**src/rtl/sdr_wb_pkg.sv**
```systemverilog
// Shared types and constants for the Wishbone-to-SDRAM request bridge.
package sdr_wb_pkg;

    typedef enum logic [2:0] {
        IDLE,
        REQ,
        WDATA,
        RDATA,
        DONE,
        ERR
    } wb_br_state_t;

    localparam logic [8:0] APP_LEN_SINGLE = 9'd1;

endpackage

```
**src/rtl/wb_br_timeout.sv**
```systemverilog
// Transaction watchdog: counts enabled cycles and flags the last allowed one.
module wb_br_timeout #(
    parameter int unsigned TIMEOUT = 1024
) (
    input  logic clk,
    input  logic rst,
    input  logic en,
    input  logic clr,
    output logic expire_c
);

    localparam int unsigned CW = (TIMEOUT > 2) ? $clog2(TIMEOUT) : 1;
    localparam logic [CW-1:0] LAST = CW'(TIMEOUT - 1);

    logic [CW-1:0] cnt;

    always_ff @(posedge clk) begin
        if (rst || clr) begin
            cnt <= '0;
        end else if (en) begin
            cnt <= cnt + CW'(1);
        end
    end

    // Asserted during the final cycle the transaction is allowed to stay busy
    assign expire_c = en && (cnt == LAST);

endmodule

```
**src/rtl/wb_sdr_req_bridge.sv**
```systemverilog
// Wishbone B3 classic slave turning single-beat accesses into SDRAM core
// app requests, with a bounded-latency error termination.
module wb_sdr_req_bridge
    import sdr_wb_pkg::*;
#(
    parameter int unsigned WB_AW   = 26,
    parameter int unsigned WB_DW   = 32,
    parameter int unsigned TIMEOUT = 1024
) (
    input  logic                  wb_clk_i,
    input  logic                  wb_rst_i,
    input  logic                  wb_cyc_i,
    input  logic                  wb_stb_i,
    input  logic                  wb_we_i,
    input  logic [WB_AW-1:0]      wb_adr_i,
    input  logic [WB_DW/8-1:0]    wb_sel_i,
    input  logic [WB_DW-1:0]      wb_dat_i,
    output logic [WB_DW-1:0]      wb_dat_o,
    output logic                  wb_ack_o,
    output logic                  wb_err_o,
    input  logic                  sdr_init_done,
    output logic                  app_req,
    output logic [WB_AW-3:0]      app_req_addr,
    output logic [8:0]            app_req_len,
    output logic                  app_req_wr_n,
    input  logic                  app_req_ack,
    output logic [WB_DW/8-1:0]    app_wr_en_n,
    output logic [WB_DW-1:0]      app_wr_data,
    input  logic                  app_wr_next,
    input  logic [WB_DW-1:0]      app_rd_data,
    input  logic                  app_rd_valid
);

    localparam int unsigned SW  = WB_DW / 8;
    localparam int unsigned RAW = WB_AW - 2;

    wb_br_state_t     state_q;
    wb_br_state_t     state_d;
    logic             ack_d;
    logic             err_d;
    logic             req_d;
    logic             wr_n_d;
    logic [RAW-1:0]   addr_d;
    logic [SW-1:0]    en_n_d;
    logic [WB_DW-1:0] wr_data_d;
    logic [WB_DW-1:0] dat_d;
    logic             cyc_stb;
    logic             busy;
    logic             expire_c;
    logic             unused_adr_lsb;

    assign cyc_stb     = wb_cyc_i & wb_stb_i;
    assign busy        = (state_q == REQ) || (state_q == WDATA) || (state_q == RDATA);
    assign app_req_len = APP_LEN_SINGLE;

    // Byte addressing below word granularity is carried by wb_sel_i alone
    assign unused_adr_lsb = ^wb_adr_i[1:0];

    wb_br_timeout #(
        .TIMEOUT (TIMEOUT)
    ) u_timeout (
        .clk      (wb_clk_i),
        .rst      (wb_rst_i),
        .en       (busy),
        .clr      (!busy),
        .expire_c (expire_c)
    );

    // Next-state and next-output logic; terminations register in the same edge
    // that enters DONE/ERR so ack/err appear one cycle after the core event.
    always_comb begin
        state_d   = state_q;
        ack_d     = 1'b0;
        err_d     = 1'b0;
        req_d     = app_req;
        wr_n_d    = app_req_wr_n;
        addr_d    = app_req_addr;
        en_n_d    = app_wr_en_n;
        wr_data_d = app_wr_data;
        dat_d     = wb_dat_o;

        case (state_q)
            IDLE: begin
                if (cyc_stb && sdr_init_done) begin
                    addr_d    = wb_adr_i[WB_AW-1:2];
                    wr_n_d    = !wb_we_i;
                    en_n_d    = ~wb_sel_i;
                    wr_data_d = wb_dat_i;
                    req_d     = 1'b1;
                    state_d   = REQ;
                end
            end
            REQ: begin
                if (expire_c) begin
                    req_d   = 1'b0;
                    err_d   = cyc_stb;
                    state_d = ERR;
                end else if (app_req_ack) begin
                    req_d   = 1'b0;
                    state_d = app_req_wr_n ? RDATA : WDATA;
                end
            end
            WDATA: begin
                if (expire_c) begin
                    err_d   = cyc_stb;
                    state_d = ERR;
                end else if (app_wr_next) begin
                    ack_d   = cyc_stb;
                    state_d = DONE;
                end
            end
            RDATA: begin
                if (expire_c) begin
                    err_d   = cyc_stb;
                    state_d = ERR;
                end else if (app_rd_valid) begin
                    dat_d   = app_rd_data;
                    ack_d   = cyc_stb;
                    state_d = DONE;
                end
            end
            DONE:    state_d = IDLE;
            ERR:     state_d = IDLE;
            default: state_d = IDLE;
        endcase
    end

    always_ff @(posedge wb_clk_i) begin
        if (wb_rst_i) begin
            state_q      <= IDLE;
            wb_ack_o     <= 1'b0;
            wb_err_o     <= 1'b0;
            wb_dat_o     <= '0;
            app_req      <= 1'b0;
            app_req_addr <= '0;
            app_req_wr_n <= 1'b1;
            app_wr_en_n  <= '1;
            app_wr_data  <= '0;
        end else begin
            state_q      <= state_d;
            wb_ack_o     <= ack_d;
            wb_err_o     <= err_d;
            wb_dat_o     <= dat_d;
            app_req      <= req_d;
            app_req_addr <= addr_d;
            app_req_wr_n <= wr_n_d;
            app_wr_en_n  <= en_n_d;
            app_wr_data  <= wr_data_d;
        end
    end

endmodule

```
**config.mk**
```make
export PLATFORM = sky130hd
export DESIGN_NAME = wb_sdr_req_bridge
export DESIGN_NICKNAME = d
export VERILOG_FILES = /design/src/rtl/sdr_wb_pkg.sv /design/src/rtl/wb_br_timeout.sv /design/src/rtl/wb_sdr_req_bridge.sv
export SDC_FILE = /design/constraint.sdc
export NUM_CORES = 1
export LEC_CHECK = 0
export CAP_MARGIN = 10
export CORE_MARGIN = 2
export CORE_UTILIZATION = 36
export DETAILED_ROUTE_END_ITERATION = 12
export GPL_ROUTABILITY_DRIVEN = 0
export GPL_TIMING_DRIVEN = 0
export MAX_ROUTING_LAYER = met4
export PLACE_DENSITY = 0.76
export SLEW_MARGIN = 25
export SYNTH_ARGS = -nofsm -noshare
export SYNTH_HDL_FRONTEND = slang
export SYNTH_HIERARCHICAL = 1
export SYNTH_SLANG_ARGS = --single-unit
export TNS_END_PERCENT = 20
```
**constraint.sdc**
```tcl
create_clock -name wb_clk_i -period 2.4 [get_ports wb_clk_i]
set_clock_uncertainty 0.15 [all_clocks]
set_input_delay 0.24 -clock wb_clk_i [delete_from_list [all_inputs] [get_ports wb_clk_i]]
set_output_delay 0.24 -clock wb_clk_i [all_outputs]
set_load 0.02 [all_outputs]
```
==> metrics, run 1 <==
cells after synthesis=509; post-detail-place hpwl=9200 um; Overall Global Routing Usage=0.197; worst hold path depth=3; Final Hold Violating Endpoints=0; hold path endpoint=wb_dat_o[3]; initial antenna violation count=0; DP Worst Slack=-0.359 ns; Setup Viol. Count Final=0; RR Endpoint=state_q[1]; final WL=11900 um; ant diodes=0; Max stage delay on crit path=0.41 ns; dominant synthesized flop cell=dfxtp_1; CTS tree=built; Nets=830; I/O pin total=208; first-pass GRT wire length=19200 um; flops & latches, synth=109; most used cell, CP=buf_4; Critical Path RT=2.53 ns; fin crit share=0.952; Clock transition at path regs=0.07 ns; drt first pass iters=4; Critical Path Start Type=register; Seq/Total Area, Yosys=0.530; Residual DRC=0; pin count of the biggest net entering global routing=17; total of warnings raised by yosys=6; Starting DRT DRC Count=198; routed vias/inst=4.82; Distinct cells, synth=40; fill count=1000; leading area contributor after synthesis=dfxtp_1; r2r startpoint=state_q[0]; Rel. slew slack=0.626; post-route ant nets=0; number of buffers on the longest clock path=2; asr flop ratio synth=0; number of port buffers=196; Min Hold Slack=0.295 ns; Final Worst Setup Slack=0.115 ns; reg2reg setup slack=0.11 ns; vias in the first global route=4066; core area=11300 um^2; mean post-synth cell area=8.09 um^2; Initial Util=0.365; Max rail drop VDD=0.000355 V; worst path arrival time=2.41 ns; fmax=438 MHz; die height=111 um; H-tree depth=3; routed wire length per instance=13.6 um; DR vias=4206; top post-synthesis cells by area=dfxtp_1, nand2_1, a21oi_1; worst-path fanout max=10; Setup CP Type=register to register; FF-to-FF path depth=12; die area=12300 um^2; Die X-Extent=111 um; layout cell share with drive strength beyond 1=0.0836; Synth top area share=0.530; row count=39; max cap viols=0; Worst setup EP type=register; Slew Viols, Final=0; Area Overhead vs Synth=61.4%; crit path time final=2.29 ns; cell breakdown of the critical path=buf_4 > nor2_1 > nor2_1 > buf_4 > nand4_2 > buf_6 > nor3_4 > buf_4 > nand2b_1 > or4_1 > nand3_2 > mux2i_1; leak pwr=2.35 nW; Num Clock Sinks=109; RSZ-0062 raised after global routing=yes; CTS Hold Bufs=0; Syn Std Cell Area=4120 um^2; worst slew pin tran=0.561 ns; Worst path slowest cell=or4_1; GRT overflow=0; worst-skew pair later-pin latency=0.34 ns; cts bufs inserted=9; clock root cell=clkbuf_16; Post-synth EDFFs=0; Hold/Removal Path Class=primary input to register; status=finished, final reports clean; Hold Startpoint=app_rd_data[3]; PD cells=583 nW/um^2
==> critical path: cells and delay by family, from the launching register on <==
| family | cells | cell delay (ns) |
|---|---|---|
| buf+inv | 4 | 0.63 |
| mux | 1 | 0.18 |
| simple gates | 7 | 0.95 |
| flops | 1 | 0.30 |
==> cells in the mapped netlist (2+ instances only) <==
cell type,instances
a211o_1,5
a21oi_1,93
buf_2,11
buf_4,14
buf_6,2
clkbuf_1,18
conb_1,2
dfxtp_1,109
inv_1,4
mux2i_1,2
nand2_1,179
nand2b_1,3
nand3_1,7
nand4_1,4
nor2_1,16
nor2b_1,2
nor3_1,4
nor4_1,2
o311ai_0,2
o31ai_1,2
o41ai_1,2
or3_1,3
or4_1,4
xor2_1,3
==> state kept, by name, indices dropped and copies added (netlist names) <==
signal / count
app_wr_data: 32
wb_dat_o: 32
app_req_addr: 24
u_timeout/cnt: 10
app_wr_en_n: 4
state_q: 3
app_req: 1
app_req_wr_n: 1
wb_ack_o: 1
wb_err_o: 1
==> logic make-up after synthesis <==
kind of cell    count (synthesis)  synth area share
fa+ha+maj                       1           0.00304
mux                             4            0.0112
buf+inv                        50            0.0653
compound gates                107             0.143
flops                         109             0.530
simple gates                  232             0.238
xor+xnor                        4           0.00851
other cells                     2           0.00182
==> cells in the final DEF, fill, tap and decap left out, types with 4 or more instances in the layout <==
master           instances
a211o_1                  5
a21oi_1                 93
buf_2                    8
buf_4                   21
clkbuf_1                15
clkbuf_16                9
clkdlybuf4s50_1        196
conb_1                   9
dfxtp_1                109
inv_1                    4
nand2_1                179
nand3_1                  6
nand4_1                  4
nor2_1                  16
or4_1                    4
==> through the flow <==
stage | instances | area (um^2) | setup TNS, ns | util | power (mW)
after detailed placement | 855 | 6290 | -8.85 | 0.558 | 2.45
after global placement | 855 | 6290 | -7.85 | 0.558 | 2.44
final | 873 | 6650 | 0 | 0.590 | 3.88
after global routing | 873 | 6650 | -0.0115 | 0.590 | 4.04
after CTS | 871 | 6600 | 0 | 0.585 | 3.91
after floorplan | 516 | 4150 | 0 | - | 2.15
==> how the worst max path moves through the flow <==
stage / startpoint / to / slack [ns] / cells after the start
2_1_floorplan: state_q[1] / wb_dat_o[0] / 0.13 / 13
3_3_place_gp: state_q[0] / wb_dat_o[15] / -0.29 / 12
3_5_place_dp: state_q[1] / wb_dat_o[14] / -0.36 / 12
4_1_cts: state_q[0] / wb_dat_o[14] / 0.001 / 13
5_1_grt: state_q[0] / state_q[1] / -0.01 / 12
6_report: state_q[0] / state_q[1] / 0.11 / 12
==> layout make-up <==
cell class / instances / area, um^2 / area share
Multi-Input combinational cell: 357 / 1720 / 0.259
Timing Repair Buffer: 200 / 1990 / 0.300
Clock inverter: 4 / 48.8 / 0.00734
Clock buffer: 11 / 243 / 0.0365
Sequential cell: 109 / 2180 / 0.328
Tap cell: 143 / 179 / 0.0269
Buffer: 45 / 269 / 0.0405
Inverter: 4 / 15.0 / 0.00226
==> power breakdown <==
part           switching (mW)  internal [mW]  total (mW)
registers              0.0236           1.85        1.88
clock network           0.625          0.830        1.46
logic                   0.244          0.300       0.544
==> layer usage <==
metal,wire (um),up-vias,share of wire,global-route usage
met5,0,-,0,-
met4,167,0,0.014,0.0658
met3,986,14,0.083,0.0541
met2,5770,171,0.48,0.333
met1,4990,1926,0.42,0.227
li1,-,2095,-,-
==> timing repair <==
action,4_1_cts,5_1_grt
resized for setup,4,16
pin swaps,1,2
setup buffers,1,3
setup endpoints to repair,33,32
Note: power is estimated with default switching activity, not from simulation.
==> run 2: changes to the inputs <==
Settings changed: CORE_MARGIN 2 to default.
==> run 2 against run 1 <==
- non-clock buffer count is 2 higher
- highest routed layer unchanged
- sequential power about the same
- fmax grew 1.3%
- utilization up 2.1 points
- via count up 0.64%
- sequential cell count unchanged
- register-to-register slack improved by 0.03 ns
- combinational power about the same
- critical path depth stayed put
- design area is 0.87% higher
==> metrics, run 2 (synthesis results as in run 1) <==
worst path arrival time=2.38 ns (-0.03 ns); setup_tns=0 ns (unchanged); initial antenna violation count=0 (unchanged); CTS tree=built; worst-path fanout max=10 (unchanged); Final Util=0.611 (+0.0208); Final Hold Violating Endpoints=0 (unchanged); PD cells=616 nW/um^2 (+5.7%); CP startpoint=state_q[0]; Area Overhead vs Synth=62.8%; Setup CP Type=register to register; Crit path max-delay family=simple AND/OR/NAND/NOR gates; GRT overflow=0 (unchanged); number of port buffers=196 (unchanged); Hold Startpoint=app_rd_data[21]; Num Clock Sinks=109 (unchanged); cts bufs inserted=9 (unchanged); top flop regs=app_wr_data (32), wb_dat_o (32), app_req_addr (24); cell breakdown of the critical path=buf_4 > nor2_2 > nor2_1 > buf_4 > nand4_2 > buf_6 > nor3_4 > buf_4 > nand2b_1 > or4_1 > nand3_2 > mux2i_1; die area=11900 um^2 (-3.6%); ant diodes=0 (unchanged); layout cell share with drive strength beyond 1=0.0859 (+0.00239); number of buffers on the longest clock path=2 (unchanged); crit path time final=2.26 ns (-0.0290 ns); Slew Viols, Final=0 (unchanged); Setup Viol. Count Final=0 (unchanged); Overall Global Routing Usage=0.215 (+0.0178); Initial Util=0.375 (+0.00961); commonest non-fill, non-tap cell in the layout=clkdlybuf4s50_1; post-detail-place hpwl=9280 um (+0.81%); routed vias/inst=4.85 (+0.64%); I/O pin total=208 (unchanged); vias in the first global route=4109 (+1.1%); routed wire length per instance=14.0 um (+3.0%); final WL=12300 um (+3.0%); Die X-Extent=109 um (-1.8%); Multi-input gate area=1710 um^2 (-0.29%); Worst setup EP type=register; post-route ant nets=0 (unchanged); first-pass GRT wire length=19100 um (-0.26%); Starting DRT DRC Count=179 (-9.6%); fin crit share=0.940 (-0.0121); H-tree depth=3 (unchanged); Max stage delay on crit path=0.42 ns (about the same); worst slew pin tran=0.563 ns (+0.00246 ns); Hold/Removal Path Class=primary input to register; status=finished, final reports clean; clock root cell=clkbuf_16; r2r startpoint=state_q[0]; Nets=832 (+0.24%); drt first pass iters=4 (unchanged); most frequent cells in the layout=clkdlybuf4s50_1, nand2_1, dfxtp_1; Residual DRC=0 (unchanged); Rel. slew slack=0.624 (-0.00164); fill count=997 (-0.30%); register area=2180 um^2 (unchanged); core area=11000 um^2 (-2.6%); pin count of the biggest net entering global routing=18 (+1); Critical Path RT=2.52 ns (about the same); Worst path slowest cell=or4_1; leak pwr=2.38 nW (+1.1%); DR vias=4233 (+0.64%); worst-skew pair later-pin latency=0.34 ns (about the same); Clock transition at path regs=0.07 ns (about the same); Max rail drop VDD=0.000383 V (+7.8%); Critical Path Start Type=register; row count=38 (-2.6%); dpl cells=852 (-0.35%); max cap viols=0 (unchanged); most used cell, CP=buf_4; Non-Filler Instances=873 (unchanged); fmax=443 MHz (+1.3%); die height=109 um (-1.8%); Worst Path Buf+Inv=4 (unchanged); CTS Hold Bufs=0 (unchanged)
## run 2: cell count changes in the layout (fill, tap and decap cells not counted), sizes merged
| cell | change |
|---|---|
| inv | +1 |
| clkbuf | -1 |
| buf | +3 |
| clkinv | -3 |
| bufinv | +2 |
| clkinvlp | +1 |
## run 2: layout make-up
type	count	share of cell area
flip-flops and latches	109	0.325
repair buffers	201	0.298
multi-input cells	357	0.256
plain buffers	46	0.0403
clock buffers	11	0.0362
well taps	140	0.0261
clock inverters	5	0.0159
inverters	4	0.00224
## run 2: power by group
group | leakage [nW] | total [mW] | internal, mW | switching [mW]
Clock | 0.166 | 1.72 | 1.05 | 0.663
Combinational | 1.33 | 0.541 | 0.298 | 0.243
Sequential | 0.882 | 1.88 | 1.85 | 0.0236
## run 2: final timing paths
check                      end  slack, ns  cells after the start
hold / removal    wb_dat_o[21]       0.29                      3
setup / recovery    state_q[1]       0.14                     12
hold reg to reg   wb_dat_o[10]       0.31                      2
setup reg to reg    state_q[1]       0.14                     12
## run 2: worst min-delay path, stage by stage
cell	delay (ns)
clkdlybuf4s50_1	0.39
nand2_1	0.05
a21oi_1	0.05
## run 2: routing by layer
| metal | wire length [um] | track usage |
|---|---|---|
| met5 | 0 | - |
| met4 | 130 | 0.0598 |
| met3 | 1260 | 0.0681 |
| met2 | 5840 | 0.365 |
| met1 | 5030 | 0.242 |
## run 2: timing repair
action | 4_1_cts | 5_1_grt
resized for setup | 6 | 10
buffers inserted | 1 | 4
endpoints found under the setup margin | 32 | 32
pin swaps | 1 | 1
## run 2: metrics by stage
stage | power [mW] | hold slack, ns | worst slack [ns] | instance area, um^2
after global routing | 4.31 | 0.283 | -0.00708 | 6710
final | 4.13 | 0.288 | 0.144 | 6710
after detailed placement | 2.45 | 0.297 | -0.362 | 6290
after CTS | 4.17 | 0.275 | 0.0709 | 6660
after global placement | 2.44 | 0.291 | -0.322 | 6290
after floorplan | 2.15 | 0.223 | 0.130 | 4150
==> RTL edit 1 (flow settings as in run 2) <==
Re-encode `wb_br_state_t` (6 states) as one-hot, 6 bits wide.
--- a/src/rtl/sdr_wb_pkg.sv
+++ b/src/rtl/sdr_wb_pkg.sv
@@ -2,11 +2,11 @@
 package sdr_wb_pkg;
 
-    typedef enum logic [2:0] {
-        IDLE,
-        REQ,
-        WDATA,
-        RDATA,
-        DONE,
-        ERR
+    typedef enum logic [5:0] {
+        IDLE  = 6'b000001,
+        REQ   = 6'b000010,
+        WDATA = 6'b000100,
+        RDATA = 6'b001000,
+        DONE  = 6'b010000,
+        ERR   = 6'b100000
     } wb_br_state_t;
 
Function: no difference found for any inputs over 4 cycles, from zero or initial values and one cycle with wb_rst_i high; so few cycles prove little.
==> RTL edit 1 against run 2 <==
Synthesized area rose by 1.4%. Cell area rose by 5.9%. Sequential cell count rose by 3. Total power fell by 9.4%. The flow now finishes with violations (negative setup slack). Clock power fell by 19%. Routed wire length rose by 6.0%. Setup slack got worse by 0.16 ns. Highest routed layer unchanged. Largest cell class unchanged.
==> RTL edit 1: results (changes against run 2) <==
----------------------------------------------------
[Clock tree]
  Num Clock Sinks ... 112 (+2.8%)

[Timing]
  Worst setup slack after layout ... -0.01483 ns (-0.1586 ns)
  Minimum hold slack ... 0.2844 ns (-0.003317 ns)
  Final setup vio count ... 4 (+4)

[Yosys]
  Synth Area in XOR/XNOR ... 0.01049 (+0.001980)
  Count of cell types in the netlist ... 43 (+7.5%)
  Sequential-to-total area share from yosys stat ... 0.5370 (+0.007079)
  Adder-cell share of the synthesized area ... 0.002997 (-0.00004189)
  Post-Synthesis Mean Instance Area ... 8.107 um2 (+0.22%)
  Mux contribution to synthesized area ... 0.002397 (-0.008845)
  Synth Area in Compound Gates ... 0.1468 (+0.004329)

[Setup path]
  Launching point of the worst reg2reg path ... state_q[3]$_SDFFE_PP0P_
  Capture point of the worst path ... wb_dat_o[20]$_SDFFE_PP0P_
  Longest individual stage delay on the worst path ... 0.35 ns (-0.07 ns)
  WP data arrival ... 2.54 ns (+0.16 ns)
  Depth of the worst register-to-register path ... 13 (+1)

[Place]
  HPWL after detailed placement ... 9333 um (+0.61%)
  Placed Cells incl. Taps ... 858 (+0.70%)

[Run status]
  Violated checks ... negative setup slack
  Result of the run ... finished with violations

[Final layout]
  Non-clk bufs ... 258 (+4.5%)
  Layout cell share with drive strength beyond 1 ... 0.1449 (+0.05900)
  Sequential cell area in the final layout ... 0.002250 mm2 (+3.1%)
  Layout clock buffer count ... 12 (+1)
  Final-stage net count ... 851 (+2.3%)
  Number of inserted filler cells in the final layout ... 933 (-6.4%)
  Fraction of area in clock buffers and inverters ... 0.03895 (-0.01311)

[Routing]
  Number of violations reported at the end of detailed-routing iteration 0 ... 210 (+17%)
  Average via count per standard cell ... 4.874 (+0.53%)
  Per-cell routed wire length ... 14.58 um (+3.8%)

[Hold path]
  Sink of the worst hold path ... app_wr_data[15]$_SDFFE_PP0P_

[GRT]
  GRT Overall Usage ... 0.2119 (-0.002962)

----------------------------------------------------
## RTL edit 1: cell types whose count changed after synthesis, sizes merged, moves of 3 or more
cell    change
dfxtp       +3
clkbuf      +4
a31oi       +5
buf         -6
nor2        -6
a211o       -5
o21ai       +3
## RTL edit 1: metrics by stage
stage	total power, mW	TNS, ns	setup WS (ns)	cell area (um2)
floorplan	2.115	-0.2309	-0.01943	4297
global placement	2.380	-10.68	-0.3329	6434
detailed placement	2.387	-13.42	-0.4327	6434
CTS	3.772	0	0.005463	6802
global route	3.882	-4.014	-0.1478	7099
finish	3.746	-0.03429	-0.01483	7099
## RTL edit 1: layer usage
metal | track usage | vias to the layer above | part of all wire
li1 | - | 2158 | -
met1 | 0.2489 | 2007 | 0.43
met2 | 0.3553 | 166 | 0.48
met3 | 0.05157 | 17 | 0.071
met4 | 0.06952 | 0 | 0.017
met5 | - | - | 0
==> RTL edit 2 (config.mk and constraints of run 2) <==
Made on the original files. The parameter `WB_AW` goes from 26 to 13.
--- a/src/rtl/wb_sdr_req_bridge.sv
+++ b/src/rtl/wb_sdr_req_bridge.sv
@@ -4,5 +4,5 @@
     import sdr_wb_pkg::*;
 #(
-    parameter int unsigned WB_AW   = 26,
+    parameter int unsigned WB_AW   = 13,
     parameter int unsigned WB_DW   = 32,
     parameter int unsigned TIMEOUT = 1024
Ports: changed (resized app_req_addr and wb_adr_i); port bits go from 208 to 182. No check against the original RTL was run, so the function may have changed too.
==> RTL edit 2 against run 2 <==
Sequential cell count shrank 13. Clock power is 45% lower. Core utilization is 1.3 points lower. Hold slack lost 0.013 ns. First-iteration DRC count shrank 48%. Setup slack worse by 0.0029 ns. Cell area shrank 12%. Global-route usage fell by 2.6 points. Routed wire length is 16% lower. Largest cell class unchanged. Synthesized area decreased by 10%. Total power decreased by 13%.
==> RTL edit 2: results (changes against run 2) <==
----------------------------------------------------
[Final layout]
  Number of inserted filler cells in the final layout ... 863 (-13%)
  Layout cell share with drive strength beyond 1 ... 0.09091 (+0.004961)
  Final-stage net count ... 735 (-12%)
  Final Cell Area ... 0.005891 mm2 (-12%)
  Leading registers by flop count ... app_wr_data (32), wb_dat_o (32), app_req_addr (11)
  Number of standard cells in the final layout excluding fillers ... 782 (-10%)

[Yosys]
  Synth Area in XOR/XNOR ... 0.009475 (+0.0009674)
  Count of cell types in the netlist ... 39 (-2.5%)
  Leading cell types by count after synthesis ... 152 x sky130_fd_sc_hd__nand2_1, 96 x sky130_fd_sc_hd__dfxtp_1, 80 x sky130_fd_sc_hd__a21oi_1
  Synth Area in Compound Gates ... 0.1462 (+0.003683)
  Sequential-to-total area share from yosys stat ... 0.5198 (-0.01013)
  Post-Synthesis Mean Instance Area ... 8.253 um2 (+2.0%)
  Biggest area contributors in the synthesized netlist ... sky130_fd_sc_hd__dfxtp_1 52%, sky130_fd_sc_hd__nand2_1 15%, sky130_fd_sc_hd__a21oi_1 11%, sky130_fd_sc_hd__buf_6 3.0%, sky130_fd_sc_hd__buf_4 2.0%

[Place]
  IO buf count ... 170 (-13%)
  Placed Cells incl. Taps ... 758 (-11%)
  Placement-stage worst setup slack ... -0.2992 ns (+0.06278 ns)
  Instance area at placement ... 0.005603 mm2 (-11%)
  HPWL after detailed placement ... 7665 um (-17%)

[Timing]
  Peak clock frequency supported by timing ... 442.6 MHz (-0.13%)
  Relative slew slack ... 0.5268 (-0.09763)
  Minimum hold slack ... 0.2743 ns (-0.01340 ns)

[Setup path]
  Startpoint of the most critical setup path ... state_q[2]$_SDFFE_PP0P_
  Largest fanout on the critical path ... 7 (-3)
  Type of destination of the critical path ... flop
  Endpoint of the worst-slack reg-to-reg timing path ... state_q[2]$_SDFFE_PP0P_
  Depth of the worst register-to-register path ... 10 (-2)

[GRT]
  Vias in the first global route ... 3434 (-16%)
  Initial antenna violation count ... 0 (unchanged)
  Maximum number of pins on one net before global-route repair ... 15 (-3)
  Wire length of the first global-routing pass ... 15170 um (-21%)
  GRT Overall Usage ... 0.1885 (-0.02630)

[Routing]
  Routed length on met3 ... 653 um (-48%)
  Per-cell routed wire length ... 13.13 um (-6.5%)
  Via count ... 3682 (-13%)
  Met1 wire length ... 4176 um (-17%)
  Met2 routed WL ... 5170 um (-11%)

[Hold path]
  Sink of the worst hold path ... app_wr_data[14]$_SDFFE_PP0P_
  Worst Hold Launch ... wb_dat_i[14]

[Pwr]
  Leak Pwr ... 2.093 nW (-12%)
  Worst IR Drop VDD ... 323.1 uV (-16%)
  Internal power ... 2.587 mW (-19%)

[Clock tree]
  Clock-pin slew on the worst setup and hold paths ... 0.09 ns (+0.02 ns)
  Insertion delay of the later-clocked pin in the worst-skew pair ... 0.36 ns (+0.02 ns)
  Root Buffer Master ... sky130_fd_sc_hd__clkbuf_8

[Run status]
  Result of the run ... complete, no violations

----------------------------------------------------
-- RTL edit 2: cell type report --
type,count,area share
Tap cell,133,0.02825
Sequential cell,96,0.3269
Clock buffer,14,0.02761
Clock inverter,2,0.002336
Timing Repair Buffer,179,0.3003
Buffer,38,0.04715
Inverter,5,0.003186
Multi-Input combinational cell,315,0.2642
-- RTL edit 2: critical path, stage by stage (launching register included) --
cell	delay, ns
sky130_fd_sc_hd__dfxtp_4	0.36
sky130_fd_sc_hd__o21bai_4	0.19
sky130_fd_sc_hd__inv_1	0.08
sky130_fd_sc_hd__buf_6	0.13
sky130_fd_sc_hd__nand4_4	0.08
sky130_fd_sc_hd__buf_6	0.14
sky130_fd_sc_hd__nor3_4	0.13
sky130_fd_sc_hd__and2b_2	0.27
sky130_fd_sc_hd__a32oi_1	0.26
sky130_fd_sc_hd__o31ai_2	0.15
sky130_fd_sc_hd__nor4_1	0.21
-- RTL edit 2: power by group through the flow --
| stage | Sequential [mW] | Combinational, mW | Clock [mW] |
|---|---|---|---|
| 6_report | 1.71 | 0.947 | 0.954 |
| 3_5_place_dp | 1.75 | 0.866 | 0 |
| 3_3_place_gp | 1.75 | 0.848 | 0 |
| 5_1_grt | 1.72 | 1.02 | 1.06 |
| 2_1_floorplan | 1.83 | 0.419 | 0 |
| 4_1_cts | 1.71 | 0.888 | 0.999 |
-- RTL edit 2: layer usage --
layer | up-vias | track usage
li1 | 1858 | -
met1 | 1674 | 0.1992
met2 | 127 | 0.3342
met3 | 23 | 0.03965
met4 | 0 | 0.09101
met5 | - | -
-- RTL edit 2: what timing repair did --
action                     in CTS  in global routing
gates resized for setup         4                 10
setup buffers                   1                  8
pin swaps                       1                  0
setup endpoints to repair      35                 33
